### config.mk
export PLATFORM = sky130hd
export DESIGN_NAME = elevador_scheduler
export DESIGN_NICKNAME = d
export VERILOG_FILES = /design/src/rtl/elevador_scheduler.sv
export SDC_FILE = /design/constraint.sdc
export NUM_CORES = 1
export LEC_CHECK = 0
export ABC_CLOCK_PERIOD_IN_PS = 2300
export BUFFER_PORTS_ARGS = -buffer_cell sky130_fd_sc_hd__buf_2
export CAP_MARGIN = 20
export CORE_MARGIN = 1.5
export CORE_UTILIZATION = 50
export CTS_BUF_LIST = sky130_fd_sc_hd__clkbuf_2 sky130_fd_sc_hd__clkbuf_4 sky130_fd_sc_hd__clkbuf_8
export DETAILED_ROUTE_END_ITERATION = 7
export GPL_TIMING_DRIVEN = 0
export PLACE_DENSITY_LB_ADDON = 0.08
export SLEW_MARGIN = 20
export SYNTH_ARGS = -nofsm -noshare
export SYNTH_HDL_FRONTEND = slang
export SYNTH_SLANG_ARGS = --single-unit
export TNS_END_PERCENT = 100
### constraint.sdc
create_clock -name clock -period 2.3 [get_ports clock]
set_clock_uncertainty 0.2 [all_clocks]
set_input_delay 0.23 -clock clock [delete_from_list [all_inputs] [get_ports clock]]
set_output_delay 0.23 -clock clock [all_outputs]
set_load 0.02 [all_outputs]
### src/rtl/elevador_scheduler.sv
// SmartCargo car scheduler: latches floor requests, serves them in SCAN order,
// drives the motor and times the door. Optional movement timeout: MOVE_TIMEOUT_EN.
module elevador_scheduler #(
   parameter int DOOR_CYCLES    = 100,
   parameter int TIMEOUT_CYCLES = 2000
) (
   input  logic       clock,
   input  logic       reset,
   input  logic [3:0] pedido,
   input  logic       medida_pronta,
   input  logic       no_andar,
   input  logic [1:0] andar_exato,
   output logic       motor_sobe,
   output logic       motor_desce,
   output logic       porta_aberta,
   output logic [3:0] pedidos_pendentes,
   output logic [1:0] andar_atual,
   output logic       direcao,
   output logic       falha,
   output logic [2:0] estado
);

   typedef enum logic [2:0] {
      PARADO   = 3'd0,
      SUBINDO  = 3'd1,
      DESCENDO = 3'd2,
      PORTA    = 3'd3,
      FALHA    = 3'd4
   } state_t;

   if (DOOR_CYCLES < 1 || DOOR_CYCLES > 65535 || TIMEOUT_CYCLES < 1) begin : g_bad_param
      $error("elevador_scheduler: parameter out of range");
   end

   state_t      state, state_nx;
   logic [15:0] door_tmr, door_tmr_nx;
   logic [3:0]  pend_nx;
   logic        dir_nx;
   logic        hit, above, below;

   assign hit = medida_pronta & no_andar;

   always_comb begin
      above = 1'b0;
      below = 1'b0;
      for (int i = 0; i < 4; i++) begin
         if (pedidos_pendentes[i] && (2'(i) > andar_atual)) above = 1'b1;
         if (pedidos_pendentes[i] && (2'(i) < andar_atual)) below = 1'b1;
      end
   end

`ifdef MOVE_TIMEOUT_EN
   localparam int TW = $clog2(TIMEOUT_CYCLES + 1);
   logic [TW-1:0] mv_cnt, mv_cnt_nx;
`endif

   always_comb begin
      state_nx    = state;
      dir_nx      = direcao;
      door_tmr_nx = door_tmr;
      pend_nx     = pedidos_pendentes | pedido;
      case (state)
         PARADO: begin
            if (pedidos_pendentes[andar_atual])  state_nx = PORTA;
            else if (direcao && above)           state_nx = SUBINDO;
            else if (!direcao && below)          state_nx = DESCENDO;
            else if (above) begin
               state_nx = SUBINDO;
               dir_nx   = 1'b1;
            end else if (below) begin
               state_nx = DESCENDO;
               dir_nx   = 1'b0;
            end
         end
         SUBINDO: begin
            if (hit) begin
               if (pedidos_pendentes[andar_exato]) state_nx = PORTA;
               else if (andar_exato == 2'd3)       state_nx = PARADO;
            end
         end
         DESCENDO: begin
            if (hit) begin
               if (pedidos_pendentes[andar_exato]) state_nx = PORTA;
               else if (andar_exato == 2'd0)       state_nx = PARADO;
            end
         end
         PORTA: begin
            // a press of the floor we are standing at holds the door instead of latching
            pend_nx[andar_atual] = 1'b0;
            if (pedido[andar_atual])                      door_tmr_nx = '0;
            else if (door_tmr == 16'(DOOR_CYCLES - 1))    state_nx    = PARADO;
            else                                          door_tmr_nx = door_tmr + 16'd1;
         end
`ifdef MOVE_TIMEOUT_EN
         FALHA: state_nx = FALHA;
`endif
         default: state_nx = PARADO;
      endcase
      if (state_nx == PORTA && state != PORTA) door_tmr_nx = '0;
`ifdef MOVE_TIMEOUT_EN
      mv_cnt_nx = '0;
      if ((state == SUBINDO || state == DESCENDO) && state_nx == state && !hit) begin
         if (mv_cnt == TW'(TIMEOUT_CYCLES - 1)) state_nx  = FALHA;
         else                                   mv_cnt_nx = mv_cnt + 1'b1;
      end
`endif
   end

   always_ff @(posedge clock or posedge reset) begin
      if (reset) begin
         state             <= PARADO;
         door_tmr          <= '0;
         pedidos_pendentes <= '0;
         andar_atual       <= '0;
         direcao           <= 1'b1;
         motor_sobe        <= 1'b0;
         motor_desce       <= 1'b0;
         porta_aberta      <= 1'b0;
         estado            <= '0;
      end else begin
         state             <= state_nx;
         door_tmr          <= door_tmr_nx;
         pedidos_pendentes <= pend_nx;
         direcao           <= dir_nx;
         if (hit) andar_atual <= andar_exato;
         motor_sobe        <= (state_nx == SUBINDO);
         motor_desce       <= (state_nx == DESCENDO);
         porta_aberta      <= (state_nx == PORTA);
         estado            <= state_nx;
      end
   end

`ifdef MOVE_TIMEOUT_EN
   always_ff @(posedge clock or posedge reset) begin
      if (reset) begin
         mv_cnt <= '0;
         falha  <= 1'b0;
      end else begin
         mv_cnt <= mv_cnt_nx;
         falha  <= (state_nx == FALHA);
      end
   end
`else
   assign falha = 1'b0;
`endif

endmodule

### Yosys cells after proc, flatten, opt, wreduce, memory -nomap -nowiden

Cells that the tools add are included.

* add/subtract/negate cells: 1
* order comparisons: 11
* eq/ne operators: 10
* mux-type cells: 37
* bitwise logic cells: 7
* reduce and logical (&&, ||, !) cells: 19

Operators by type and width (number)
* two-way mux 16 bit: 4
* two-way mux 3 bit: 13
* adder 16 x 1 -> 16 bit (second input constant): 1
* equality test 16 x 7 -> 1 bit (second input constant): 1
* two-way mux 1 bit: 14
* equality test 3 x 2 -> 1 bit (second input constant): 4
* logical AND 1 bit: 12
* one-hot mux 3 bit (4 select lines): 1
* binary-select mux 1 bit (select 2 bit): 3
* equality test 3 x 1 -> 1 bit (second input constant): 2
* < comparator 2 x 3 -> 1 bit (second input constant): 2
* inequality test 3 x 2 -> 1 bit (second input constant): 2
* AND reduction 5 bit: 1
* AND 4 bit: 1
* greater-than comparator 1 x 2 -> 1 bit (first input constant): 2
* greater-than comparator 2 bit (first input constant): 2
* < comparator 1 x 2 -> 1 bit (first input constant): 2
* < comparator 2 bit (first input constant): 2
* two-way mux 4 bit: 1
* inverter 4 bit: 1
* OR 4 bit: 1
* nonzero test 2 bit: 2
* zero test 3 bit: 1
* inverter 1 bit: 3
* 7 further kinds: 7

* bits in registers: 29
* bits of input ports: 10
* output and inout bits: 14
* word-level logic and storage cells: 93

### Logic depth before layout (Yosys ltp)

* word-level depth: 16
* gate-level depth with buffers: 7
* gate-level depth less buffers: 6

### Worst setup path after synthesis

OpenSTA, ideal clock, no wires.

* path type: register to register
* start: register andar_atual[1]
* end: register door_tmr[13]
* setup time: 86 ps
* arrival: 1916 ps
* required time: 2014 ps
* setup slack: 98 ps
* cell stages (with the launch flop): 6
* clock period less this slack: 2202 ps
* path through: dfrtp_1 buf_6 mux4_2 nand3b_4 or3_1 a32oi_1

* longest elaborated chain between the ends: 16
* elaborated cells on any way between the ends: 45
* those cells by class: order compare (8); eq/ne (2); mux (22); reduce/logical (13)

Ends and longest elaborated chain
* start, declared: line 17 `output logic [1:0] andar_atual,`
* start signal, assigned: line 125 `if (hit) andar_atual <= andar_exato;`
* < comparator 1 x 2 -> 1 bit: line 48 `if (pedidos_pendentes[i] && (2'(i) < andar_atual)) below = 1'b1;`
* logical AND 1 bit: line 48
* two-way mux 1 bit (4 in a row): line 48
* two-way mux 3 bit: line 70 `end else if (below) begin`
* two-way mux 3 bit: line 67 `else if (above) begin`
* two-way mux 3 bit: line 66 `else if (!direcao && below) state_nx = DESCENDO;`
* two-way mux 3 bit: line 65 `else if (direcao && above) state_nx = SUBINDO;`
* two-way mux 3 bit: line 64 `if (pedidos_pendentes[andar_atual]) state_nx = PORTA;`
* one-hot mux 3 bit (4 select lines): line 62 `case (state)`
* equality test 3 x 2 -> 1 bit: line 99 `if (state_nx == PORTA && state != PORTA) door_tmr_nx = '0;`
* logical AND 1 bit: line 99
* inequality test 3 x 2 -> 1 bit (no line) or nonzero test 2 bit (tied branches)
* AND reduction 2 bit (no line)
* end signal, assigned: line 122 `door_tmr <= door_tmr_nx;`
* end, declared: line 36 `logic [15:0] door_tmr, door_tmr_nx;`

Several ways; a longest one is shown, not always the timed one. The select of a mux whose other input is x is not followed.
A chain may end at the register's enable or synchronous reset.

### Worst setup path after layout

* start: input port pedido[1]
* end: register door_tmr[3]

* longest elaborated chain between the ends: 8
* elaborated cells on any way between the ends: 12
* those cells by class: eq/ne (2); mux (7); reduce/logical (3)

Ends and longest elaborated chain
* start, declared: line 9 `input logic [3:0] pedido,`
* binary-select mux 1 bit (select 2 bit) *: line 90 `if (pedido[andar_atual]) door_tmr_nx = '0;`
* two-way mux 1 bit (implied by the code) *: line 90
* two-way mux 3 bit: line 90
* one-hot mux 3 bit (4 select lines): line 62
* equality test 3 x 2 -> 1 bit: line 99
* logical AND 1 bit: line 99
* inequality test 3 x 2 -> 1 bit (no line) or nonzero test 2 bit (tied branches)
* AND reduction 2 bit (no line)

Every way passes the cells marked *; elsewhere a longest branch is shown, timed or not. The select of a mux whose other input is x is not followed.

==> summary.txt <==
biggest cell delay along the critical path: 0.58 ns
DP Cell Count: 250
CTS sink cnt: 29
number of synthesized register bits: 29
H-tree levels: 2
fin crit share: 100.6%
clk root buf: clkbuf_4
Final WS setup: -0.01281 ns
kind of critical path: primary input to flop
Hold Crit Depth: 3
Antenna Nets Post-Route: 0
maximum clock rate: 432.4 MHz
CP Max Fanout: 8
CP required: 2.36 ns
Core Area: 3363 µm²
post-synthesis sequential area ratio: 41.15%
layout net count: 237
num rows: 21
R2R Path End: door_tmr[3]$_DFFE_PP0P_
utilization after layout: 64.99%
synthesized instance count: 181
synth-to-layout area growth: 23.73%
total chip power: 1737 µW
initial core utilization: 52.53%
antenna violations before repair: 0
most frequent cells in the layout: dfrtp_1, buf_2, nand2_1
Min-Delay Endpoint: andar_atual[1]$_DFFE_PP0P_
final setup violation count: 1
vias in the first global route: 1,537
Netlist cell types: 57
I/O pins: 24
Hold Path Origin: andar_exato[1]
Leak: 0.0009220 µW
MaxCap Viol Count: 0
actual slew at the worst max-slew pin: 0.6043 ns
status: finished, violations left
Worst slew margin: 59.65%
largest net degree at the start of global routing: 30
final hold slack: 0.01563 ns
WL per Instance: 17.68 µm
Clock Path Buffers: 2
Pwr Density: 794.4 nW/µm²
Setup crit start kind: primary input
Worst Hold Class: primary input to flop
FF-to-FF path depth: 5
Main synth FF type: dfrtp_1
total of warnings raised by yosys: 0
die height: 62.44 µm
critical path endpoint category: flop
CTS Buf Count: 5
drt total wl: 4826 µm
DR pass1 iterations: 4
RSZ-0062 raised after global routing: true
Finished Layout Cells: 273
GP Congestion: 0.9319
synthesized cell area: 1767 µm²
flop2flop setup slack: 0 ns
DIE WIDTH: 62.44 µm
Peak VDD IR: 380.0 µV
first-pass GRT wire length: 7590 µm
min Tclk post-route: 2.313 ns
layout cells sized above 1: 29.07%
Die Area: 3899 µm²
all-layer global routing usage: 24.94%
Post-Syn Area per Cell: 9.761 µm²
antenna cells: 0
failing checks: negative setup slack
leading cell type in the layout, fill and taps excluded: dfrtp_1
final hold violations: 0
input/output buffers: 22
ys async rst share: 100.0%
via count: 1,682
initial DRC count: 111
R2R Path Start: andar_atual[1]$_DFFE_PP0P_
CTS tree: done
post-DP HPWL: 3059 µm
CP arrival: 2.37 ns
Clock Latency Late Sink: 0.34 ns
via/cell ratio: 6.161
Slew Limit Fails: 0
Post-synth EDFFs: 0
Crit-path slowest cell: mux4_2
worst path cell trace: dlygate4sd3_1 -> buf_2 -> mux4_2 -> buf_4 -> or4_1 -> a22oi_1
# DRC: 0
Remaining Overflow, GRT: 0
Reg clk slew, reported paths: 0.09 ns
## sequential cells by signal, summed over array words and instances, names as in the netlist
| name | flops |
|---|---|
| state | 3 |
| door_tmr | 16 |
| porta_aberta | 1 |
| pedidos_pendentes | 4 |
| andar_atual | 2 |
| direcao | 1 |
| motor_desce | 1 |
| motor_sobe | 1 |
## report_power, final
part           internal (µW)  switching, µW
registers                576           87.3
logic                    272            442
clock network            174            185
total                   1020            714
## logic make-up after synthesis
logic type	synth area share (%)
XOR/XNOR	0.9917
other	0.2123
flip-flops	41.15
buffers and inverters	5.029
multiplexers	4.604
AND/OR/NAND/NOR	24.65
adder cells (fa/ha/maj)	0.7081
AO/OA/AOI/OAI	22.66
## stage by stage
stage / worst slack (ns) / setup TNS (ns) / cell area (µm²)
after floorplan: 0.09812 / 0 / 1770
after global placement: -0.07035 / -0.2994 / 1938
after detailed placement: -0.1034 / -0.8757 / 1938
after CTS: 0.02707 / 0 / 2118
after global routing: -0.05535 / -0.2735 / 2186
final: -0.01281 / -0.01281 / 2186
## layer usage
metal,wire [µm],vias to the layer above,track usage [%],part of all wire (%)
met3,222,9,4.865,4.6
met1,2155,836,36.25,45
met5,0,-,0,0
met2,2380,46,37.63,49
met4,69,0,8.056,1.4
li1,-,791,-,-
## synthesized netlist by cell type (3+ instances only)
| library cell | n | share of area [%] |
|---|---|---|
| a211oi_1 | 5 | 2.1 |
| a21oi_1 | 7 | 2.0 |
| a22oi_1 | 4 | 1.7 |
| a32oi_1 | 4 | 2.0 |
| buf_4 | 3 | 1.3 |
| dfrtp_1 | 28 | 40 |
| inv_1 | 7 | 1.5 |
| nand2_1 | 21 | 4.5 |
| nand2b_1 | 3 | 1.1 |
| nand3_1 | 10 | 2.8 |
| nand4_1 | 3 | 1.1 |
| nor2_1 | 8 | 1.7 |
| nor3_1 | 4 | 1.1 |
| o211a_1 | 5 | 2.8 |
| o21a_1 | 3 | 1.3 |
| o21ai_0 | 7 | 2.0 |
| or3_1 | 5 | 1.8 |
## cell type report
cell class / instances / area [µm²]
plain buffers: 8 / 61.31
clock buffers: 8 / 66.31
fillers: 310 / 1177
inverters: 7 / 26.28
multi-input cells: 138 / 1007
flip-flops and latches: 29 / 726.9
well taps: 46 / 57.56
repair buffers: 37 / 240.2
## worst max path at each step
stage / start / end / slack (ns) / cells past startpoint
detailed placement: andar_atual[0]$_DFFE_PP0P_ / door_tmr[7]$_DFFE_PP0P_ / -0.10 / 6
finish: pedido[1] / door_tmr[3]$_DFFE_PP0P_ / -0.01 / 6
global placement: door_tmr[0]$_DFFE_PP0P_ / door_tmr[4]$_DFFE_PP0P_ / -0.07 / 7
global route: andar_atual[1]$_DFFE_PP0P_ / door_tmr[3]$_DFFE_PP0P_ / -0.06 / 5
floorplan: andar_atual[1]$_DFFE_PP0P_ / door_tmr[13]$_DFFE_PP0P_ / 0.1 / 5
CTS: andar_atual[1]$_DFFE_PP0P_ / door_tmr[13]$_DFFE_PP0P_ / 0.03 / 5
## worst max-delay path: cells and delay by family
family | cells | cell delay, ns
buffers and inverters | 3 | 0.88
AOI/OAI and AO/OA | 1 | 0.16
muxes | 1 | 0.58
and+or+nand+nor | 1 | 0.51
## timing repair
item / 4_1_cts / 5_1_grt
setup buffers: 5 / 2
resized for setup: 5 / 9
pin swaps: 2 / 5
hold buffers: 7 / 0
gates cloned: 0 / 2
endpoints found under the setup margin: 13 / 18
hold endpoints to repair: 11 / 0
Power figures use the tool's default switching activity.
